==> config.mk <==
export PLATFORM = sky130hd
export DESIGN_NAME = skid_buffer
export DESIGN_NICKNAME = d
export VERILOG_FILES = /design/src/rtl/skid_buffer.sv
export SDC_FILE = /design/constraint.sdc
export NUM_CORES = 1
export LEC_CHECK = 0
export BUFFER_PORTS_ARGS = -buffer_cell sky130_fd_sc_hd__buf_2
export CORE_ASPECT_RATIO = 1.5
export CORE_MARGIN = 2
export CORE_UTILIZATION = 45
export DETAILED_ROUTE_END_ITERATION = 6
export MAX_ROUTING_LAYER = met4
export PLACE_DENSITY = 0.69
export SETUP_SLACK_MARGIN = 0.05
export SYNTH_ARGS = -nofsm -noshare
export SYNTH_HDL_FRONTEND = slang
export SYNTH_SLANG_ARGS = --single-unit
==> constraint.sdc <==
create_clock -name clk_i -period 4 [get_ports clk_i]
set_clock_uncertainty 0.2 [all_clocks]
set_input_delay 0.6 -clock clk_i [delete_from_list [all_inputs] [get_ports clk_i]]
set_output_delay 0.6 -clock clk_i [all_outputs]
set_load 0.005 [all_outputs]
==> src/rtl/skid_buffer.sv <==
// skid_buffer -- two-entry ready/valid pipeline stage with fully registered
// outputs. Words land in the main register (which drives m_data_o). When
// downstream stalls while upstream is still sending, the in-flight word is
// caught in the skid register. Because s_ready_o is a flop, it can only drop
// one cycle late, and the skid register absorbs that one word.
//
// Parameters:
//   DATA_WIDTH   payload width in bits (default 8)
// Ports:
//   clk_i        clock, rising edge
//   rst_i        asynchronous active-high reset; buffered words are discarded
//   s_valid_i    upstream word valid
//   s_data_i     upstream word
//   s_ready_o    block can accept a word (registered)
//   m_valid_o    downstream word valid (registered)
//   m_data_o     downstream word (registered)
//   m_ready_i    downstream accepts the word
//   stall_cnt_o  saturating count of edges with m_valid_o && !m_ready_i;
//                present only when SKID_BUFFER_STATS_EN is defined
//
// Optional feature macro: SKID_BUFFER_STATS_EN (stall counter and its port).
module skid_buffer #(
  parameter int unsigned DATA_WIDTH = 8
) (
  input  logic                  clk_i,
  input  logic                  rst_i,
  input  logic                  s_valid_i,
  input  logic [DATA_WIDTH-1:0] s_data_i,
  output logic                  s_ready_o,
  output logic                  m_valid_o,
  output logic [DATA_WIDTH-1:0] m_data_o,
  input  logic                  m_ready_i
`ifdef SKID_BUFFER_STATS_EN
  ,
  output logic [15:0]           stall_cnt_o
`endif
);

  typedef enum logic [1:0] {
    EMPTY = 2'd0,
    BUSY  = 2'd1,
    FULL  = 2'd2
  } state_t;

  state_t                state_q, state_d;
  logic [DATA_WIDTH-1:0] main_q, main_d;
  logic [DATA_WIDTH-1:0] skid_q, skid_d;
  logic                  s_ready_q, s_ready_d;
  logic                  m_valid_q, m_valid_d;
  logic                  up_xfer;
  logic                  dn_xfer;

  // Handshakes use the registered flags, so m_ready_i is inert in EMPTY and
  // no upstream transfer can happen in FULL.
  assign up_xfer = s_valid_i && s_ready_q;
  assign dn_xfer = m_valid_q && m_ready_i;

  always_comb begin
    state_d = state_q;
    main_d  = main_q;
    skid_d  = skid_q;
    unique case (state_q)
      EMPTY: begin
        if (up_xfer) begin
          main_d  = s_data_i;
          state_d = BUSY;
        end
      end
      BUSY: begin
        if (up_xfer && dn_xfer) begin
          main_d = s_data_i;
        end else if (up_xfer) begin
          skid_d  = s_data_i;
          state_d = FULL;
        end else if (dn_xfer) begin
          state_d = EMPTY;
        end
      end
      FULL: begin
        if (dn_xfer) begin
          main_d  = skid_q;
          state_d = BUSY;
        end
      end
      default: begin
        state_d = EMPTY;
      end
    endcase
    // Output flags are registered copies of the next state so that every
    // output comes straight from a flop.
    s_ready_d = (state_d != FULL);
    m_valid_d = (state_d != EMPTY);
  end

  always_ff @(posedge clk_i or posedge rst_i) begin
    if (rst_i) begin
      state_q   <= EMPTY;
      main_q    <= '0;
      skid_q    <= '0;
      s_ready_q <= 1'b0;
      m_valid_q <= 1'b0;
    end else begin
      state_q   <= state_d;
      main_q    <= main_d;
      skid_q    <= skid_d;
      s_ready_q <= s_ready_d;
      m_valid_q <= m_valid_d;
    end
  end

  assign s_ready_o = s_ready_q;
  assign m_valid_o = m_valid_q;
  assign m_data_o  = main_q;

`ifdef SKID_BUFFER_STATS_EN
  logic [15:0] stall_cnt_q, stall_cnt_d;

  always_comb begin
    stall_cnt_d = stall_cnt_q;
    if (m_valid_q && !m_ready_i && (stall_cnt_q != '1)) begin
      stall_cnt_d = stall_cnt_q + 16'd1;
    end
  end

  always_ff @(posedge clk_i or posedge rst_i) begin
    if (rst_i) begin
      stall_cnt_q <= '0;
    end else begin
      stall_cnt_q <= stall_cnt_d;
    end
  end

  assign stall_cnt_o = stall_cnt_q;
`endif

endmodule

==> impl_metrics.json <==
{
  "maxSlewViolCount": 0,
  "fp.dieH_um": 60.2,
  "critPathMaxStageDelay_ps": 480,
  "critPathKind": "reg -> reg",
  "post-cts-setup-buffer-count": 0,
  "synth_xor_xnor_area_share_pct": 0,
  "cts_buffer_depth": 2,
  "synth_top_family_by_area": "multiplexers",
  "synth_mux_area_share_pct": 32.8,
  "first_pass_iters": 4,
  "path_cells": "a21boi_2 > o32ai_4 > mux2_2",
  "finalSetupTns_ps": 0,
  "period_needed_ps": 1790,
  "worstRegToRegCells": 3,
  "synth_nets": 74,
  "cts_hold_buffers": 0,
  "dpl-instance-area_um2": 1070,
  "fill_cells": 176,
  "cts_sinks": 20,
  "std_cell_rows": 20,
  "cts_tree": "done",
  "avgSynthCellArea_um2": 15.3,
  "post_synth_num_cell_types": 17,
  "overflow": 0,
  "grt_pass1_vias": 582,
  "clk_pin_slew_worst_paths_ps": 110,
  "critPathMaxFanout": 8,
  "rsz0062_at_grt": "false",
  "peakVddDrop_mv": 0.367,
  "most-common-layout-cells": "buf_2 (21), dfrtp_1 (20), mux2_2 (16), mux2_4 (8)",
  "die_x_um": 41.5,
  "gp_congestion": 0.738,
  "first_iter_violations": 5,
  "grt_pass1_wl_um": 2490,
  "ff_latch_area_um2": 500,
  "layout_commonest_cell": "buf_2",
  "yosys.area_share.simple_pct": 5.02,
  "viasPerCell": 5.29,
  "grt.total_usage_pct": 14.2,
  "h-tree-depth": 1,
  "hp-class": "in -> async",
  "ctsResizeCount": 0,
  "synth_area_um2": 947,
  "clk_latency_ps": 300,
  "setup_viol": 0,
  "initial_core_util_pct": 47.3,
  "cp_top_family": "compound AO/OA/AOI/OAI gates",
  "yosysSeqAreaShare_pct": 52.8,
  "route.detailed.drc": 0,
  "slew_headroom_pct": 51.6,
  "grt_use_met2_pct": 23.2,
  "worstPathRequired_ps": 4000,
  "gr-usage-met1_pct": 15.6,
  "hpwlAfterDp_um": 1110,
  "grt.busiest_layer": "met2",
  "antenna_found_initial": 0,
  "power_density_nw_per_um2": 746,
  "core_area_um2": 2000,
  "wl_per_cell_um": 13.5,
  "arrival_ps": 1790,
  "drv_cap": 0,
  "die-area_um2": 2500,
  "ant_nets": 0,
  "layout.nets": 99,
  "worst_setup_path_end_kind": "register",
  "multi_input_area_um2": 432,
  "rr_endpoint": "m_data_o[3]",
  "crit_slowest_cell": "o32ai_4",
  "netlist_instances": 62,
  "drive_above_1_share_pct": 64.0,
  "synth_compound_area_share_pct": 7.79,
  "fin_crit_sh_pct": 44.8,
  "synth-seq-cells": 20,
  "finalHoldViolCount": 0,
  "p_leak_nw": 0.538,
  "final_area_um2": 1120,
  "area_delta_synth_final_pct": 18.4,
  "use_met3_pct": 1.81,
  "antennaDiodeCount": 0,
  "start_kind": "register",
  "drt_wl_total_um": 1460,
  "cts_buffers": 3,
  "outcome": "finished, final reports clean",
  "vias": 571,
  "clockRootBuffer": "clkbuf_4",
  "grt_max_degree": 21,
  "synth_warnings": 0,
  "fmaxAchievable_ghz": 0.558,
  "num_io_pins": 22,
  "tightest_slew_ps": 725,
  "ff2ff_setup_slack_ps": 2210,
  "synth-adder-area-share_pct": 0,
  "crit_buf_inv": 0,
  "portBuffers": 21,
  "critical_path.reg2reg.startpoint": "state_q[0]"
}
## registers in the layout, indices dropped and copies added, names as in the netlist
register	cells
m_data_o	8
state_q	2
skid_q	8
m_valid_o	1
s_ready_o	1
## cells by family after synthesis
group                  count (synthesis)
multiplexers                          25
AND/OR/NAND/NOR                        7
AO/OA/AOI/OAI                          8
flip-flops                            20
buffers and inverters                  2
## worst max path at each step
stage	startpoint	end	slack, ps	cells after the start
2_1_floorplan	m_ready_i	m_data_o[0]	2220	3
3_3_place_gp	m_ready_i	m_data_o[7]	2040	4
3_5_place_dp	m_ready_i	m_data_o[2]	2000	4
4_1_cts	state_q[0]	m_data_o[2]	2200	3
5_1_grt	state_q[0]	m_data_o[0]	2140	3
6_report	state_q[0]	m_data_o[3]	2210	3
## report_power, final
group          internal (W)  switching, W
registers          0.000302     0.0000592
logic              0.000195      0.000117
clock network      0.000101     0.0000625
## worst register-to-register path: cells and delay by family, from the launching register on
kind	cells	cell delay [ps]
AOI/OAI and AO/OA	2	680
DFF	1	420
muxes	1	390
## cell usage after synthesis (all sizes together)
library cell	number	area (um2)
buf	1	11.3
inv	1	3.75
o21ai	1	5.00
dfrtp	20	500
o22ai	1	6.26
and2	1	6.26
nand2b	1	13.8
mux2	24	300
a21o	1	8.76
mux2i	1	10.0
nand2	4	17.5
and3b	1	10.0
a21oi	3	15.0
a21boi	1	11.3
o32ai	1	27.5
## cell type report
type                       count  area share, %
clock buffer                   3           2.01
clock inverter                 1           2.68
inverter                       1          0.335
multi-input combinational     40           38.5
sequential                    20           44.6
tap                           22           2.46
timing repair buffer          21           9.37
## routing by layer
layer	share of wire (%)	wire [um]	vias to the layer above
met2	53	782	12
met5	0	0	-
met4	1.8	27	0
li1	-	-	273
met1	41	596	284
met3	3.8	56	2
## through the flow
step	std cells	utilization, %	total power (W)	hold WS (ps)	worst slack, ps
final	108	56.0	0.000836	198	2210
after global routing	108	56.0	0.000895	254	2140
after CTS	108	56.0	0.000848	224	2200
after detailed placement	104	53.4	0.000686	292	2000
after global placement	104	53.4	0.000673	286	2040
after floorplan	62	-	0.000594	261	2220
Power figures use the tool's default switching activity.
